<file path="src/rtl/reg32_pkg.sv">
// Shared definitions for the register_32 shift sequencer.
//   MODE_*  : encodings driven on the register's 2-bit mode pins
//   state_t : sequencer state encoding (IDLE, LOAD, SHIFT, DONE)
package reg32_pkg;

  localparam logic [1:0] MODE_SHIFT = 2'b00;
  localparam logic [1:0] MODE_ROT   = 2'b01;
  localparam logic [1:0] MODE_LOAD  = 2'b10;
  localparam logic [1:0] MODE_HOLD  = 2'b11;

  typedef enum logic [1:0] {
    ST_IDLE  = 2'b00,
    ST_LOAD  = 2'b01,
    ST_SHIFT = 2'b10,
    ST_DONE  = 2'b11
  } state_t;

endpackage

</file>
<file path="src/rtl/reg32_shift_cnt.sv">
// Loadable down-counter tracking the remaining shift/rotate cycles of a job.
// Ports:
//   clk, reset : clock, asynchronous active-high reset
//   load       : load load_val (takes priority over dec)
//   load_val   : remaining-cycle count to load
//   dec        : decrement by one (saturates at zero)
//   clr        : synchronous clear, used when a job is cancelled
//   zero       : count is zero
//   last       : count is one, i.e. the current cycle is the final shift
module reg32_shift_cnt #(
  parameter int CNT_W = 6
) (
  input  logic             clk,
  input  logic             reset,
  input  logic             load,
  input  logic [CNT_W-1:0] load_val,
  input  logic             dec,
  input  logic             clr,
  output logic             zero,
  output logic             last
);

  logic [CNT_W-1:0] cnt_reg;

  always_ff @(posedge clk or posedge reset) begin
    if (reset) begin
      cnt_reg <= '0;
    end else if (clr) begin
      cnt_reg <= '0;
    end else if (load) begin
      cnt_reg <= load_val;
    end else if (dec && (cnt_reg != '0)) begin
      cnt_reg <= cnt_reg - 1'b1;
    end
  end

  assign zero = (cnt_reg == '0);
  assign last = (cnt_reg == CNT_W'(1));

endmodule

</file>
<file path="src/rtl/reg32_shift_ctrl.sv">
// Sequencer driving one register_32 through parallel load, N shift/rotate
// cycles and completion, with a start/busy/done host handshake.
// Ports:
//   clk, reset     : clock, asynchronous active-high reset
//   start, abort   : job request (IDLE only) / cancel of a running job
//   data_in        : word to load; count_in : shift cycles (clamped to WIDTH)
//   dir_in, rot_in, fill_in : direction, rotate-vs-shift, serial fill bit
//   reg_enb, reg_mode, reg_dir, reg_s_in, reg_d : register control pins
//   busy, done, shift_active : job status (all outputs registered)
module reg32_shift_ctrl
  import reg32_pkg::*;
#(
  parameter int WIDTH = 32,
  parameter int CNT_W = 6
) (
  input  logic             clk,
  input  logic             reset,
  input  logic             start,
  input  logic             abort,
  input  logic [WIDTH-1:0] data_in,
  input  logic [CNT_W-1:0] count_in,
  input  logic             dir_in,
  input  logic             rot_in,
  input  logic             fill_in,
  output logic             reg_enb,
  output logic [1:0]       reg_mode,
  output logic             reg_dir,
  output logic             reg_s_in,
  output logic [WIDTH-1:0] reg_d,
  output logic             busy,
  output logic             done,
  output logic             shift_active
);

  state_t           state_reg, state_next;
  logic             dir_reg, rot_reg, fill_reg;
  logic [WIDTH-1:0] word_reg;
  logic             enb_reg, sdir_reg, s_in_reg, busy_reg, done_reg, act_reg;
  logic [1:0]       mode_reg;

  logic             accept, running, cnt_zero, cnt_last;
  logic [CNT_W-1:0] count_clamped;

  assign accept        = (state_reg == ST_IDLE) && start;
  assign running       = (state_reg == ST_LOAD) || (state_reg == ST_SHIFT);
  assign count_clamped = (count_in > CNT_W'(WIDTH)) ? CNT_W'(WIDTH) : count_in;

  reg32_shift_cnt #(.CNT_W(CNT_W)) u_cnt (
    .clk      (clk),
    .reset    (reset),
    .load     (accept),
    .load_val (count_clamped),
    .dec      (state_reg == ST_SHIFT),
    .clr      (running && abort),
    .zero     (cnt_zero),
    .last     (cnt_last)
  );

  always_comb begin
    state_next = state_reg;
    case (state_reg)
      ST_IDLE:  if (start) state_next = ST_LOAD;
      ST_LOAD: begin
        if (abort)         state_next = ST_IDLE;
        else if (cnt_zero) state_next = ST_DONE;
        else               state_next = ST_SHIFT;
      end
      ST_SHIFT: begin
        if (abort)         state_next = ST_IDLE;
        else if (cnt_last) state_next = ST_DONE;
      end
      default:             state_next = ST_IDLE;
    endcase
  end

  // Outputs are decoded from the next state and registered so they line up
  // with the state they describe and never depend combinationally on inputs.
  always_ff @(posedge clk or posedge reset) begin
    if (reset) begin
      state_reg <= ST_IDLE;
      word_reg  <= '0;
      dir_reg   <= 1'b0;
      rot_reg   <= 1'b0;
      fill_reg  <= 1'b0;
      enb_reg   <= 1'b0;
      mode_reg  <= MODE_HOLD;
      sdir_reg  <= 1'b0;
      s_in_reg  <= 1'b0;
      busy_reg  <= 1'b0;
      done_reg  <= 1'b0;
      act_reg   <= 1'b0;
    end else begin
      state_reg <= state_next;
      if (accept) begin
        word_reg <= data_in;
        dir_reg  <= dir_in;
        rot_reg  <= rot_in;
        fill_reg <= fill_in;
      end
      enb_reg  <= 1'b0;
      mode_reg <= MODE_HOLD;
      sdir_reg <= 1'b0;
      s_in_reg <= 1'b0;
      busy_reg <= 1'b0;
      done_reg <= 1'b0;
      act_reg  <= 1'b0;
      case (state_next)
        ST_LOAD: begin
          enb_reg  <= 1'b1;
          mode_reg <= MODE_LOAD;
          busy_reg <= 1'b1;
        end
        ST_SHIFT: begin
          // Captured job fields are stable here: accept can only occur in IDLE.
          enb_reg  <= 1'b1;
          mode_reg <= rot_reg ? MODE_ROT : MODE_SHIFT;
          sdir_reg <= dir_reg;
          s_in_reg <= fill_reg;
          busy_reg <= 1'b1;
          act_reg  <= 1'b1;
        end
        ST_DONE: begin
          busy_reg <= 1'b1;
          done_reg <= 1'b1;
        end
        default: ;
      endcase
    end
  end

  assign reg_enb      = enb_reg;
  assign reg_mode     = mode_reg;
  assign reg_dir      = sdir_reg;
  assign reg_s_in     = s_in_reg;
  assign reg_d        = word_reg;
  assign busy         = busy_reg;
  assign done         = done_reg;
  assign shift_active = act_reg;

endmodule

</file>
<file path="config.mk">
export PLATFORM = sky130hd
export DESIGN_NAME = reg32_shift_ctrl
export DESIGN_NICKNAME = d
export VERILOG_FILES = /design/src/rtl/reg32_pkg.sv /design/src/rtl/reg32_shift_cnt.sv /design/src/rtl/reg32_shift_ctrl.sv
export SDC_FILE = /design/constraint.sdc
export NUM_CORES = 1
export LEC_CHECK = 0
export BUFFER_PORTS_ARGS = -buffer_cell sky130_fd_sc_hd__buf_2
export CELL_PAD_IN_SITES_DETAIL_PLACEMENT = 0
export CELL_PAD_IN_SITES_GLOBAL_PLACEMENT = 1
export CORE_MARGIN = 5
export CORE_UTILIZATION = 38
export DETAILED_ROUTE_END_ITERATION = 10
export HOLD_SLACK_MARGIN = 0.1
export PLACE_DENSITY = 0.94
export SLEW_MARGIN = 15
export SYNTH_ARGS = -nofsm -noshare
export SYNTH_HDL_FRONTEND = slang
export SYNTH_SLANG_ARGS = --single-unit
</file>
<file path="constraint.sdc">
create_clock -name clk -period 5.35 [get_ports clk]
set_input_delay 1.07 -clock clk [delete_from_list [all_inputs] [get_ports clk]]
set_output_delay 1.07 -clock clk [all_outputs]
set_load 0.005 [all_outputs]
</file>
# Word level (Yosys, flattened, before mapping)
# Index checks and enable logic that the tools add are counted.
[totals]
regBits = 51
inputBits = 45
output_inout_bits = 40
wordCells = 49
[op_classes]
addsub = 1
n_lt_le_gt_ge = 1
eq_ne = 6
muxes = 18
reduce_logical = 10
[ops]
columns = ["cell", "n"]
rows = [
  ["$mux 6", 4],
  ["$mux 1", 8],
  ["$mux 2", 4],
  ["$eq 2x2->1 const B", 3],
  ["$eq 6x1->1 const B", 1],
  ["$gt 6x6->1 const B", 1],
  ["$logic_not 6->1", 1],
  ["$pmux 2 s3", 1],
  ["$reduce_bool 6->1", 1],
  ["$sub 6x1->6 const B", 1],
  ["$eq 2x1->1 const B", 2],
  ["$pmux 2 s2", 1],
  ["$logic_and 1x1->1", 3],
  ["$reduce_bool 3->1", 1],
  ["$reduce_or 3->1", 1],
  ["$logic_not 2->1", 1],
  ["$reduce_or 2->1", 1],
  ["$logic_or 1x1->1", 1],
]

# Depth between registers and ports, before layout
[logic_depth]
word_depth = 7
mapped_depth = 8
depth_no_buf = 8

# Hierarchy
# Synthesis repeated with hierarchy kept, for this count alone.
[unflattened]
cells_unflattened = 176
area_unflattened_um2 = 2424.8
[modules_own_cells]
columns = ["mod", "n_inst", "cells_each", "area_per_inst_um2", "seq_area_each_um2"]
rows = [
  ["reg32_shift_ctrl", 1, 122, 1950.6, 1128.6],
  ["reg32_shift_cnt", 1, 54, 474.2, 150.1],
]

# Worst setup path after synthesis
# Ideal clock, no wire load.
[synth_timing]
path_kind = "in2reg"
startpoint = "input port abort"
endpoint = "register sdir_reg, in the netlist reg_dir"
setup_ps = 119
arrival_time_ps = 1967
required_ps = 5231
path_slack_ps = 3264
stages = 6
n_path_buf = 0
path_cell_list = "nor2_1 > nand2_1 > o221ai_1 > nand2b_1 > ha_1 > and2_1"
[synth_between]
elab_chain_len = 4
elab_cells_between_ends = 5
cone_classes = "1 x eq/ne; 4 x mux"
[synth_lines]
columns = ["item", "line_no", "source"]
rows = [
  ["start, declared", "reg32_shift_ctrl.sv:19", "input logic abort,"],
  ["$mux 2 (on tied branches)", "reg32_shift_ctrl.sv:69, reg32_shift_ctrl.sv:64", ""],
  ["$pmux 2 s3 *", "reg32_shift_ctrl.sv:61", "case (state_reg)"],
  ["$eq 2x2->1 *", "reg32_shift_ctrl.sv:107", "case (state_next)"],
  ["$mux 1 *", "reg32_shift_ctrl.sv:107", ""],
  ["end signal, assigned", "reg32_shift_ctrl.sv:117", "sdir_reg <= dir_reg;"],
  ["end, declared", "reg32_shift_ctrl.sv:38", "logic enb_reg, sdir_reg, s_in_reg, busy_reg, done_reg, act_reg;"],
]
# Mark *: on every way between the ends. The rest lies on a longest branch, timed or not.
# A chain may end at the register's enable or synchronous reset.

# Worst setup path in the final report
[layout_timing]
startpoint = "input port start"
endpoint = "register mode_reg[0], in the netlist reg_mode[0]"
[layout_between]
elab_chain_len = 4
elab_cells_between_ends = 5
cone_classes = "2 x eq/ne; 3 x mux"
[layout_lines]
columns = ["item", "line_no", "source"]
rows = [
  ["start, declared", "reg32_shift_ctrl.sv:18", "input logic start,"],
  ["$mux 2 *", "reg32_shift_ctrl.sv:62", "ST_IDLE: if (start) state_next = ST_LOAD;"],
  ["$pmux 2 s3 *", "reg32_shift_ctrl.sv:61", ""],
  ["net state_next[0]", "reg32_shift_ctrl.sv:35", "state_t state_reg, state_next;"],
  ["$eq 2x2->1 / $eq 2x1->1 (equally long branches)", "reg32_shift_ctrl.sv:107", ""],
  ["$pmux 2 s2 *", "reg32_shift_ctrl.sv:107", ""],
  ["end signal, assigned", "reg32_shift_ctrl.sv:116", "mode_reg <= rot_reg ? MODE_ROT : MODE_SHIFT;"],
  ["end, declared", "reg32_shift_ctrl.sv:39", "logic [1:0] mode_reg;"],
]
# The timed path passes the listed nets; every way through them passes the cells marked *.

==> impl_metrics.json <==
{
  "grt_pass1_wl_mm": 8.09,
  "power_leakage_nw": 1.54,
  "place_congestion": 0.891,
  "root_buffer": "clkbuf_8",
  "antenna_found_initial": 0,
  "slew_headroom_pct": 43.2,
  "fin_crit_sh_pct": 42.1,
  "synth_cell_types": 32,
  "row_count": 27,
  "synth.top_cells.by_count": "nand2_1, dfrtp_1, inv_1",
  "cts.sinks": 51,
  "yosysMostFrequentCell": "nand2_1",
  "status": "completed",
  "numCtsBuffers": 5,
  "layout-drive-gt1-share_pct": 31.7,
  "grt_max_degree": 52,
  "drc": 0,
  "tightest_slew_ns": 0.851,
  "drt-wirelength-per-cell_um": 12.2,
  "syn_to_final_growth_pct": 26.3,
  "r2r_start": "state_reg[0]$_DFF_PP0_",
  "tritoncts": "yes",
  "via_count": 1816,
  "cp-end-kind": "flop",
  "synth_cells": 237,
  "numPortBuffers": 84,
  "setup_viol": 0,
  "synth_ff_type": "dfrtp_1",
  "path_clk_slew_ns": 0.08,
  "cp_cell_sequence": "buf_2 -> nand2_1 -> buf_4 -> o221ai_1 -> nand2b_1 -> inv_1 -> ha_1 -> mux2i_1",
  "rsz0062_at_grt": "false",
  "io_pins": 85,
  "startpoint_type": "input pin",
  "finalMaxSlewViolations": 0,
  "initial_utilization_pct": 39.4,
  "worstHoldStart": "dir_reg$_DFFE_PP0P_",
  "max-clock-path-buffers": 2,
  "postCtsResizedCells": 0,
  "die_y_um": 86.0,
  "critPathSlowestCell": "buf_4",
  "synth_edf_count": 0,
  "crit_type": "in -> reg",
  "hold_slack_ns": 0.470,
  "grt_use_total_pct": 13.5,
  "cts_hold_buf": 0,
  "fillCellCount": 559,
  "async_flop_share_pct": 100,
  "vdd_drop_max_uv": 227,
  "yosysSeqAreaShare_pct": 58.2,
  "yosysTopAreaCell": "dfrtp_1",
  "hpwl_mm": 3.54,
  "routed_wl_mm": 4.82,
  "p_per_area_nw_per_um2": 547,
  "dieArea_um2": 7400,
  "final_hold_viol_count": 0,
  "setup_tns_ns": 0,
  "fp.dieW_um": 86.0,
  "startpoint": "start",
  "largest_reg_flops": 32,
  "drv_cap": 0,
  "synth_seq_cells": 51,
  "vias_per_cell": 4.61,
  "avgSynthCellArea_um2": 9.27,
  "crit_fanout": 41,
  "required_ns": 5.57,
  "critPathMaxStageDelay_ns": 0.35,
  "fmax_ghz": 0.444,
  "synth_top_cell_area_share_pct": 55.8,
  "finalPower_mw": 1.52,
  "antennaDiodeCount": 0,
  "coreArea_um2": 5570,
  "synth.net_count": 291,
  "ant_nets": 0,
  "min_period_ns": 2.25,
  "syn_area_um2": 2200,
  "finish.utilization_pct": 49.8,
  "clock_latency_ns": 0.29,
  "yosys_warnings": 0,
  "drt_iter0_drc": 67,
  "cts_post_setup_buffers_inserted": 0,
  "grt_pass1_vias": 1909,
  "overflow": 0,
  "dr.pass1.iters": 4,
  "skew_ns": 0.00608,
  "worstHoldPathType": "reg -> reg",
  "htreeDepth": 2,
  "crit_arrival_ns": 2.47,
  "yosys-top-cells-area": "dfrtp_1, nand2_1, ha_1, dfstp_2, inv_1",
  "layout.nets": 375
}
final cells by class:
| class | instances | area (um2) | area share [%] |
|---|---|---|---|
| Clock buffer | 6 | 72.6 | 2.61 |
| Clock inverter | 2 | 12.5 | 0.451 |
| Inverter | 14 | 53.8 | 1.94 |
| Multi-Input combinational cell | 163 | 832 | 30.0 |
| Sequential cell | 51 | 1280 | 46.1 |
| Tap cell | 72 | 90.1 | 3.25 |
| Timing Repair Buffer | 86 | 435 | 15.7 |
cell families after synthesis:
logic type | after synthesis | share of synthesized area, %
simple gates | 125 | 23.5
flops | 51 | 58.2
compound gates | 25 | 7.57
buf+inv | 23 | 3.93
fa+ha+maj | 9 | 5.13
xor+xnor | 3 | 1.20
mux | 1 | 0.456
cell usage in the layout (no fill, tap or decap), types with 3 or more instances in the layout:
master,synthesis,routed
ha_1,9,9
inv_1,13,12
buf_2,0,84
o21ai_0,4,4
xnor2_1,3,3
clkbuf_8,0,5
a221oi_1,3,3
nand2_1,108,108
and2_1,3,3
a21oi_1,9,9
dfrtp_1,49,49
worst max-delay path: cells and delay by family:
family / cells / cell delay [ns]
buffers and inverters: 3 / 0.56
and+or+nand+nor: 2 / 0.25
AOI/OAI and AO/OA: 1 / 0.27
adders and majority gates: 1 / 0.20
muxes: 1 / 0.13
metrics by stage:
| stage | area [um2] | std cells | setup slack (ns) |
|---|---|---|---|
| 2_1_floorplan | 2200 | 237 | 3.05 |
| 3_3_place_gp | 2690 | 386 | 2.86 |
| 3_5_place_dp | 2690 | 386 | 2.78 |
| 4_1_cts | 2770 | 394 | 3.09 |
| 5_1_grt | 2780 | 394 | 2.97 |
| 6_report | 2780 | 394 | 3.10 |
power by group:
| group | total, mW | switching [mW] | internal, mW |
|---|---|---|---|
| Sequential | 0.668 | 0.100 | 0.568 |
| Clock | 0.211 | 0.120 | 0.0916 |
| Combinational | 0.639 | 0.366 | 0.273 |
per-layer routing:
metal	track usage (%)	share of wire, %	up-vias
met5	0	0	-
li1	-	-	914
met3	4.32	6.9	2
met2	24.6	51	55
met1	15.1	41	845
met4	3.60	0.39	0
path summary, 6_finish.rpt:
kind,endpoint,cells past startpoint,slack (ns)
setup / recovery,reg_mode[0]$_DFF_PP1_,8,3.10
hold / removal,dir_reg$_DFFE_PP0P_,2,0.47
setup reg to reg,reg_mode[0]$_DFF_PP1_,9,3.25
hold reg to reg,dir_reg$_DFFE_PP0P_,2,0.47
max in group asynchronous,shift_active$_DFF_PP0_,2,3.93
min in group asynchronous,reg_d[22]$_DFFE_PP0P_,2,0.91
Note: power is estimated with default switching activity, not from simulation.
